File: src/rtl/usb_rx_bit_unstuff_pkg.sv
// Shared types and defaults for the USB receive bit-unstuff path.
package usb_rx_pkg;

  typedef enum logic [1:0] {
    IDLE,
    RUN,
    DROP,
    ERROR
  } unstuff_state_t;

  localparam int USB_MAX_ONES = 6;
  localparam int USB_BITCNT_W = 16;

endpackage

File: src/rtl/usb_rx_bit_unstuff_ones_run.sv
// Consecutive-ones counter; run_hit flags the bit that completes a run of MAX_ONES.
module usb_rx_ones_run
  import usb_rx_pkg::*;
#(
  parameter int MAX_ONES = USB_MAX_ONES
) (
  input  logic clock,
  input  logic reset_n,
  input  logic data_bit,
  input  logic valid,
  input  logic clear,
  output logic run_hit
);

  localparam int ONES_W = $clog2(MAX_ONES + 1);

  logic [ONES_W-1:0] ones;

  // Combinational so the FSM can enter DROP on the same edge the sixth one is accepted.
  assign run_hit = valid && data_bit && (ones == ONES_W'(MAX_ONES - 1));

  always_ff @(posedge clock or negedge reset_n) begin
    if (!reset_n) begin
      ones <= '0;
    end else if (clear) begin
      ones <= '0;
    end else if (valid) begin
      ones <= data_bit ? ones + ONES_W'(1) : '0;
    end
  end

endmodule

File: src/rtl/usb_rx_bit_unstuff.sv
// Receive bit unstuffer: drops the 0 after MAX_ONES ones, flags violations; 1-cycle latency.
// Optional USB_RX_UNSTUFF_STATS_EN adds stuff_cnt (stuffed bits removed this packet).
module usb_rx_bit_unstuff
  import usb_rx_pkg::*;
#(
  parameter int MAX_ONES = USB_MAX_ONES,
  parameter int CNT_W    = USB_BITCNT_W
) (
  input  logic             clock,
  input  logic             reset_n,
  input  logic             in_bit,
  input  logic             in_valid,
  input  logic             pkt_start,
  input  logic             pkt_end,
  output logic             out_bit,
  output logic             bs_sending,
  output logic             pkt_active,
  output logic             stuff_err,
  output logic [CNT_W-1:0] bit_cnt
`ifdef USB_RX_UNSTUFF_STATS_EN
  ,
  output logic [7:0]       stuff_cnt
`endif
);

  unstuff_state_t state, state_nxt;
  logic emit, drop_ok, violation;
  logic run_hit;
  logic ones_valid, ones_clear;

  assign ones_valid = (state == RUN) && in_valid && !pkt_start;
  assign ones_clear = pkt_start || ((state == DROP) && in_valid);

  usb_rx_ones_run #(.MAX_ONES(MAX_ONES)) u_ones_run (
    .clock    (clock),
    .reset_n  (reset_n),
    .data_bit (in_bit),
    .valid    (ones_valid),
    .clear    (ones_clear),
    .run_hit  (run_hit)
  );

  always_ff @(posedge clock or negedge reset_n) begin
    if (!reset_n) state <= IDLE;
    else          state <= state_nxt;
  end

  always_comb begin
    state_nxt = state;
    emit      = 1'b0;
    drop_ok   = 1'b0;
    violation = 1'b0;
    case (state)
      RUN: begin
        if (in_valid) begin
          emit = 1'b1;
          if (run_hit) state_nxt = DROP;
        end
      end
      DROP: begin
        if (in_valid) begin
          if (in_bit) begin
            violation = 1'b1;
            state_nxt = ERROR;
          end else begin
            drop_ok   = 1'b1;
            state_nxt = RUN;
          end
        end
      end
      default: ;
    endcase
    // The bit arriving with pkt_end is still processed; only the next state is overridden.
    if (pkt_end) state_nxt = IDLE;
    if (pkt_start) begin
      state_nxt = RUN;
      emit      = 1'b0;
      drop_ok   = 1'b0;
      violation = 1'b0;
    end
  end

  assign pkt_active = (state == RUN) || (state == DROP);

  always_ff @(posedge clock or negedge reset_n) begin
    if (!reset_n) begin
      out_bit    <= 1'b0;
      bs_sending <= 1'b0;
      stuff_err  <= 1'b0;
      bit_cnt    <= '0;
    end else begin
      out_bit    <= emit & in_bit;
      bs_sending <= emit;
      stuff_err  <= violation;
      if (pkt_start)                  bit_cnt <= '0;
      else if (emit && bit_cnt != '1) bit_cnt <= bit_cnt + CNT_W'(1);
    end
  end

`ifdef USB_RX_UNSTUFF_STATS_EN
  always_ff @(posedge clock or negedge reset_n) begin
    if (!reset_n)                         stuff_cnt <= 8'd0;
    else if (pkt_start)                   stuff_cnt <= 8'd0;
    else if (drop_ok && stuff_cnt != 8'hFF) stuff_cnt <= stuff_cnt + 8'd1;
  end
`endif

endmodule

File: config.mk
export PLATFORM = sky130hd
export DESIGN_NAME = usb_rx_bit_unstuff
export DESIGN_NICKNAME = d
export VERILOG_FILES = /design/src/rtl/usb_rx_bit_unstuff_pkg.sv /design/src/rtl/usb_rx_bit_unstuff_ones_run.sv /design/src/rtl/usb_rx_bit_unstuff.sv
export SDC_FILE = /design/constraint.sdc
export NUM_CORES = 1
export LEC_CHECK = 0
export CAP_MARGIN = 0
export CORE_MARGIN = 3
export CORE_UTILIZATION = 53
export CTS_BUF_LIST = sky130_fd_sc_hd__clkbuf_4 sky130_fd_sc_hd__clkbuf_8
export CTS_CLUSTER_DIAMETER = 200
export CTS_CLUSTER_SIZE = 24
export DETAILED_ROUTE_END_ITERATION = 8
export GPL_ROUTABILITY_DRIVEN = 0
export PLACE_DENSITY = 0.84
export SKIP_CTS_REPAIR_TIMING = 1
export SLEW_MARGIN = 0
export SYNTH_ARGS = -nofsm -noshare
export SYNTH_HDL_FRONTEND = slang
export SYNTH_SLANG_ARGS = --single-unit
File: constraint.sdc
create_clock -name clock -period 2.6 [get_ports clock]
set_input_delay 0.26 -clock clock [delete_from_list [all_inputs] [get_ports clock]]
set_output_delay 0.26 -clock clock [all_outputs]
set_load 0.03 [all_outputs]
After elaboration in Yosys (flattened, before gate mapping) --
Cells that the tools add are included.
Storage, ports and cells: bits in registers 24, input bits 6, output and inout port bits 20, logic and storage cells 48
Cells by class: $add $sub $neg 2, eq/ne operators 7, mux-type cells 19, bitwise gates (word level) 1, reduce and logical (&&, ||, !) cells 13
Operator list (count):
- $mux 16 | 2
- $add 16x1->16 const B | 1
- $ne 16x16->1 const B | 1
- $mux 2 | 6
- $ne 4x4->1 const B | 3
- $mux 3 | 3
- $mux 1 | 7
- $logic_and 1x1->1 | 6
- $pmux 2 s2 | 1
- $reduce_and 4->1 | 1
- $reduce_bool 2->1 | 2
- $reduce_bool 4->1 | 1
- $add 3x1->3 const B | 1
- $eq 3x3->1 const B | 1
- $eq 2x1->1 const B | 1
- $eq 2x2->1 const B | 1
- $logic_or 1x1->1 | 2
- $and 1x1->1 | 1
- $logic_not 1->1 | 1

Logic depth before layout (Yosys ltp) --
word-level depth 10, mapped depth 7, gate-level depth less buffers 7

By module --
A second synthesis with hierarchy kept.
Second synthesis, totals: cells, all modules 132, area, all modules 1358.8 um^2
Modules (own cells, without submodules):
- usb_rx_bit_unstuff | times used 1, cells an instance 115, area each 1178.6 um^2, seq. area each 525.5 um^2
- usb_rx_ones_run | times used 1, cells an instance 17, area each 180.2 um^2, seq. area each 75.1 um^2

Worst setup path after synthesis --
No wires, ideal clock.
path type reg-to-reg, start register bit_cnt[0], end register bit_cnt[1], setup time 0.125 ns, data arrival time 1.914 ns, required time 2.475 ns, setup slack 0.561 ns, cell stages (with the launch flop) 7, path buffers 1, clock period less this slack 2.039 ns, path through dfrtp_1 ha_1 nand4_1 nor4_1 clkbuf_1 nor2_1 mux2_2
Between the ends: word-level cells in the longest chain between the ends 3, elaborated cells on any way between the ends 6, those cells by class 1 x add/sub; 1 x eq/ne; 2 x mux; 2 x reduce/logical
Ends and longest elaborated chain:
- start, declared | RTL line usb_rx_bit_unstuff.sv:19 | output logic [CNT_W-1:0] bit_cnt
- start signal, assigned | RTL line usb_rx_bit_unstuff.sv:96 | else if (emit && bit_cnt != '1) bit_cnt <= bit_cnt + CNT_W'(1);
- $add 16x1->16 / $ne 16x16->1 (equally long branches) | RTL line usb_rx_bit_unstuff.sv:96
- $mux 16 / $logic_and 1x1->1 (equally long branches) | RTL line usb_rx_bit_unstuff.sv:96
- $mux 16 / $reduce_bool 2->1 (equally long branches)
Several ways; a longest one is shown, not always the timed one. The select of a mux whose other input is x is not followed. A chain may end at the register's enable or synchronous reset.

Worst setup path in the final report --
start register state[1], end register bit_cnt[13]
Between the ends: word-level cells in the longest chain between the ends 5
Ends and longest elaborated chain:
- start, declared | RTL line usb_rx_bit_unstuff.sv:26 | unstuff_state_t state, state_nxt;
- start signal, assigned | RTL line usb_rx_bit_unstuff.sv:45 | else state <= state_nxt;
- $eq 2x1->1 | RTL line usb_rx_bit_unstuff.sv:53 | case (state)
- $mux 1 | RTL line usb_rx_bit_unstuff.sv:53
- $mux 1 | RTL line usb_rx_bit_unstuff.sv:75 | if (pkt_start) begin
- $logic_and 1x1->1 | RTL line usb_rx_bit_unstuff.sv:96
- $reduce_bool 2->1 (no source line)
Every way passes these cells.

==> out/metrics.yaml <==
outcome:
  status: "finished clean"
pwr:
  ir_drop_mv: 0.4656
  p_per_area_mw_per_mm2: 395.6
  p_total_uw: 643.9
  p_leak_nw: 0.6708
sta:
  rsz0062_at_grt: "no"
  final-setup-viol-count: 0
  whs_ns: 0.2814
  final.setup.tns_ns: 0
  skew_ns: 0.0007643
  fmax_mhz: 469.8
  period_share_pct: 81.87
  min_period_ns: 2.129
  worst_pin_slew_ns: 0.4766
  maxSlewViolCount: 0
  max_slew_margin_pct: 68.13
  hold_viol: 0
clock_network:
  cts_tree: "yes"
  clk_latency_ns: 0.31
  clk_path_buf_depth: 2
  htree_num_levels: 1
  cts_sinks: 24
  path_clk_slew_ns: 0.12
  cts_root_buffer: "clkbuf_4"
  numCtsBuffers: 3
route:
  first_iter_violations: 21
  drt-pass1-iter-count: 4
  routed_wl_um: 2960
  num_vias: 1132
  drc_errors: 0
  postRouteAntennaNets: 0
  avgViaCountPerCell: 6.021
  wire_per_inst_um: 15.74
synth:
  postSynth.asyncResetShare_pct: 100.0
  syn_area_sq_mm: 0.001300
  synth_top_cells_by_count: "dfrtp_1, nand2_1, o21ai_0"
  yosysWarnings: 0
  synth-seq-cells: 24
  ys.flop_type: "dfrtp_1"
  synth_largest_area_cell: "dfrtp_1"
  synthTopCellsByArea: "dfrtp_1, ha_1, o41ai_1"
  syn_inst: 133
  synth_top_area_share_pct: 46.20
  yosysUniqueCellTypes: 34
  synth.most_common_cell: "dfrtp_1"
  ys_seq_area_share_pct: 46.20
  avgSynthCellArea_sq_um: 9.774
  synth_edf_count: 0
  synth_fp_nets: 144
finish:
  syn2layout_area_growth_pct: 25.22
  nNetsFinal: 173
  n_antenna_cell: 0
  layout-drive-gt1-share_pct: 6.875
  finalInstanceArea_sq_mm: 0.001628
  nFillCells: 180
grt:
  antenna_found_initial: 0
  grt_pass1_wl_um: 5147
  grt_pass1_vias: 1158
  grt-ovfl-total: 0
  grt_use_total_pct: 20.22
  grt_max_degree: 25
setup_path:
  start_kind: "flop"
  r2r-start: "state[1]"
  path_class: "flop to flop"
  crit_arrival_ns: 2.32
  crit_path_start: "state[1]"
  critPathMaxFanout: 8
  crit_required_ns: 2.79
  crit_path_end_kind: "flop"
placement:
  dp_hpwl_um: 2183
  io_buffers: 25
  placed_area_sq_mm: 0.001605
floorplan:
  dieArea_sq_mm: 0.003083
  start_util_pct: 57.12
  io_pins: 26
  die_x_um: 55.53
  rows: 17
  dieHeight_um: 55.53
  coreArea_sq_mm: 0.002276
run:
  drv_cap: 0
hold_path:
  min_path_type: "primary input to asynchronous set/reset pin"
-- cell families after synthesis --
kind of cell	Yosys count	synth area share, %
compound gates	36	19.73
fa+ha+maj	5	4.812
buf+inv	14	4.138
flops	24	46.20
mux	3	2.406
simple gates	51	22.72
-- worst paths after layout --
path / end / slack (ns) / cells after the start
max in group asynchronous: bit_cnt[1] / 2.09 / 2
min in group clock: state[1] / 0.51 / 2
min reg2reg: u_ones_run.ones[1] / 0.53 / 2
max: bit_cnt[13] / 0.47 / 6
max reg2reg: bit_cnt[13] / 0.47 / 6
min: state[1] / 0.28 / 2
-- worst max-delay path: stages, from the launching register on --
cell and delay (ns):
dfrtp_1 0.42, inv_1 0.06, ha_1 0.21, nand3b_2 0.10, or4_1 0.68, o311ai_1 0.38, o41ai_1 0.14
-- metrics by stage --
step / instances / utilization (%) / setup slack (ns)
2_1_floorplan: 133 / - / 0.5609
5_1_grt: 188 / 71.52 / 0.4117
6_report: 188 / 71.52 / 0.4714
3_3_place_gp: 185 / 70.53 / 0.4462
4_1_cts: 188 / 71.52 / 0.5000
3_5_place_dp: 185 / 70.53 / 0.3306
-- final cells by class --
| type | instances | area (sq um) | area share [%] |
|---|---|---|---|
| Clock buffer | 3 | 22.52 | 1.384 |
| Inverter | 8 | 30.03 | 1.845 |
| Multi-Input combinational cell | 95 | 651.9 | 40.05 |
| Sequential cell | 24 | 600.6 | 36.89 |
| Tap cell | 28 | 35.03 | 2.152 |
| Timing Repair Buffer | 30 | 287.8 | 17.68 |
-- layer usage --
metal  global-route usage (%)  share of wire (%)
met5                        0                  0
met3                    3.037                2.4
met2                    32.26                 48
met4                    7.639                1.2
met1                    27.65                 48
-- cell usage in the layout (no fill, tap or decap) --
| cell | Yosys | layout |
|---|---|---|
| a2111oi_0 | 1 | 1 |
| a21oi_1 | 6 | 6 |
| and2b_1 | 1 | 1 |
| and3_1 | 1 | 1 |
| and4_1 | 3 | 3 |
| buf_4 | 0 | 5 |
| clkbuf_4 | 0 | 3 |
| clkdlybuf4s50_1 | 0 | 25 |
| dfrtp_1 | 24 | 24 |
| ha_1 | 5 | 5 |
| inv_1 | 8 | 8 |
| mux2_2 | 1 | 1 |
| mux2i_1 | 2 | 2 |
| nand2_1 | 13 | 13 |
| nand2b_1 | 1 | 1 |
| nand3_1 | 5 | 5 |
| nand3b_2 | 1 | 1 |
| nand4_1 | 6 | 6 |
| nand4b_1 | 2 | 2 |
| nor2_1 | 3 | 3 |
| nor2b_1 | 2 | 2 |
| nor3_1 | 1 | 1 |
| nor3b_1 | 1 | 1 |
| nor4_1 | 2 | 1 |
| nor4_2 | 0 | 1 |
| o211a_1 | 2 | 2 |
| o211ai_1 | 1 | 1 |
| o21a_1 | 1 | 1 |
| o21ai_0 | 9 | 9 |
| o311ai_0 | 4 | 4 |
| o311ai_1 | 3 | 3 |
| o31ai_1 | 2 | 2 |
| o32ai_1 | 1 | 1 |
| o41ai_1 | 6 | 6 |
| or3_1 | 6 | 6 |
| or4_1 | 3 | 3 |
-- registers in the layout (all words and copies together) (netlist names) --
signal,cells
bit_cnt,16
state,2
u_ones_run.ones,3
stuff_err,1
out_bit,1
bs_sending,1
-- report_power, final --
part | switching, mW | internal [mW] | leakage [nW]
registers | 0.00860 | 0.381 | 0.330
clock network | 0.108 | 0.0543 | 0.0138
logic | 0.0538 | 0.0382 | 0.327
Power figures use the tool's default switching activity.
==> RTL edit (same settings) <==
The 4 states of `unstuff_state_t` get a one-hot encoding in 4 bits.
--- a/src/rtl/usb_rx_bit_unstuff_pkg.sv
+++ b/src/rtl/usb_rx_bit_unstuff_pkg.sv
@@ -1,11 +1,11 @@
 // Shared types and defaults for the USB receive bit-unstuff path.
 package usb_rx_pkg;
 
-  typedef enum logic [1:0] {
-    IDLE,
-    RUN,
-    DROP,
-    ERROR
+  typedef enum logic [3:0] {
+    IDLE  = 4'b0001,
+    RUN   = 4'b0010,
+    DROP  = 4'b0100,
+    ERROR = 4'b1000
   } unstuff_state_t;
 
   localparam int USB_MAX_ONES = 6;
Function: same outputs for any inputs over 10 cycles, from zero or initial values and one cycle with reset_n low; not proved beyond that.
==> RTL edit against the original RTL <==
  * Worst setup slack improved by 0.018 ns
  * Sequential cell count increased by 2
  * Synthesized area increased by 8.7%
  * Total power increased by 10%
  * Final area increased by 8.4%
  * Critical path type unchanged
  * Die area increased by 7.7%
  * Highest routed layer unchanged
  * Routed wire length increased by 18%
==> RTL edit: results (changes against the original RTL) <==
outcome complete, no violations; Tmin final 2.11 ns (-0.0184 ns); Max rail drop VDD 0.335 mV (-28%); Starting DRT DRC Count 33 (+57%); met2 wire len 1.75 mm (+23%); r2r worst-path depth 4 (-2); register area share after synthesis 46.1% (-0.051 points); first-pass GRT wire length 6.22 mm (+21%); Avg Inst Size Synth 9.81 um2 (+0.36%); Post-synth ARST share 100% (unchanged); Yosys cell types 44 (+29%); CTS max path bufs 2 (unchanged); HPWL after DPL 2.49 mm (+14%); routed len/inst 17.1 um (+8.7%); final hold slack 0.278 ns (-0.00360 ns); Layout Nets 184 (+6.4%); CTS root buf clkbuf_4; Syn Nets 153 (+6.3%); layout cell share with drive strength beyond 1 9.77% (+2.9 points); global routing usage on met3 3.12% (+0.081 points); pre-CTS setup slack 0.218 ns (-0.113 ns); Crit path largest cell delay 0.57 ns (-0.11 ns); dpl cells 200 (+8.1%); routing usage on met1 31.4% (+3.8 points); Largest regs bit_cnt x16, state x4, u_ones_run.ones x3; Slew @ Worst Pin 0.452 ns (-0.0248 ns); M2 GR Usage 39.5% (+7.3 points); Vias/cell 6.41 (+6.4%); total wire length 3.49 mm (+18%); clk slew on worst S/H paths 0.15 ns (+0.03 ns); top cells by area, synth dfrtp_1 (44%), o31ai_1 (4.3%), nand2_1 (3.7%); CP max FO 9 (+1); Worst Setup EP bit_cnt[10]; crit path DAT 2.37 ns (+0.05 ns); vias in the first global route 1335 (+15%); routed length on met1 1.53 mm (+7.6%); pin count of the biggest net entering global routing 27 (+8.0%); Worst Skew 0.00691 ns (+0.00615 ns); total track usage 23.5% (+3.3 points); worst-skew pair later-pin latency 0.33 ns (+0.02 ns); met3 wire length 155 um (+120%); Post-DP Area 1730 um2 (+7.6%); Leakage 0.000683 uW (+1.8%)
## RTL edit: changes by cell type after synthesis, moves of 3 or more
cell     change
a21oi_1      +4
inv_1        -5
nor2_1       +4
nor3_1       +3
o21ai_0      -6
o31ai_1      +6
o41ai_1      -4
or3_1        -5
or3b_1       +3
## RTL edit: cells by family after synthesis
kind of cell | after synthesis | share of synthesized area, %
flip-flops | 26 | 46.1
multiplexers | 3 | 2.21
AND/OR/NAND/NOR | 66 | 28.3
AO/OA/AOI/OAI | 35 | 17.3
buffers and inverters | 10 | 2.83
XOR/XNOR | 1 | 0.620
adder cells (fa/ha/maj) | 3 | 2.66
## RTL edit: power breakdown
part           leakage, uW  switching [uW]  total [uW]  internal (uW)
sequential        0.000355            7.71         419            412
combinational     0.000307            46.7        80.8           34.0
clock            0.0000210             125         211           85.8
## RTL edit: layout make-up
type,instances,area (um2)
timing repair buffer,32,303
fill,205,736
clock buffer,4,36.3
inverter,4,15.0
multi-input combinational,108,721
sequential,26,652
tap,30,37.5
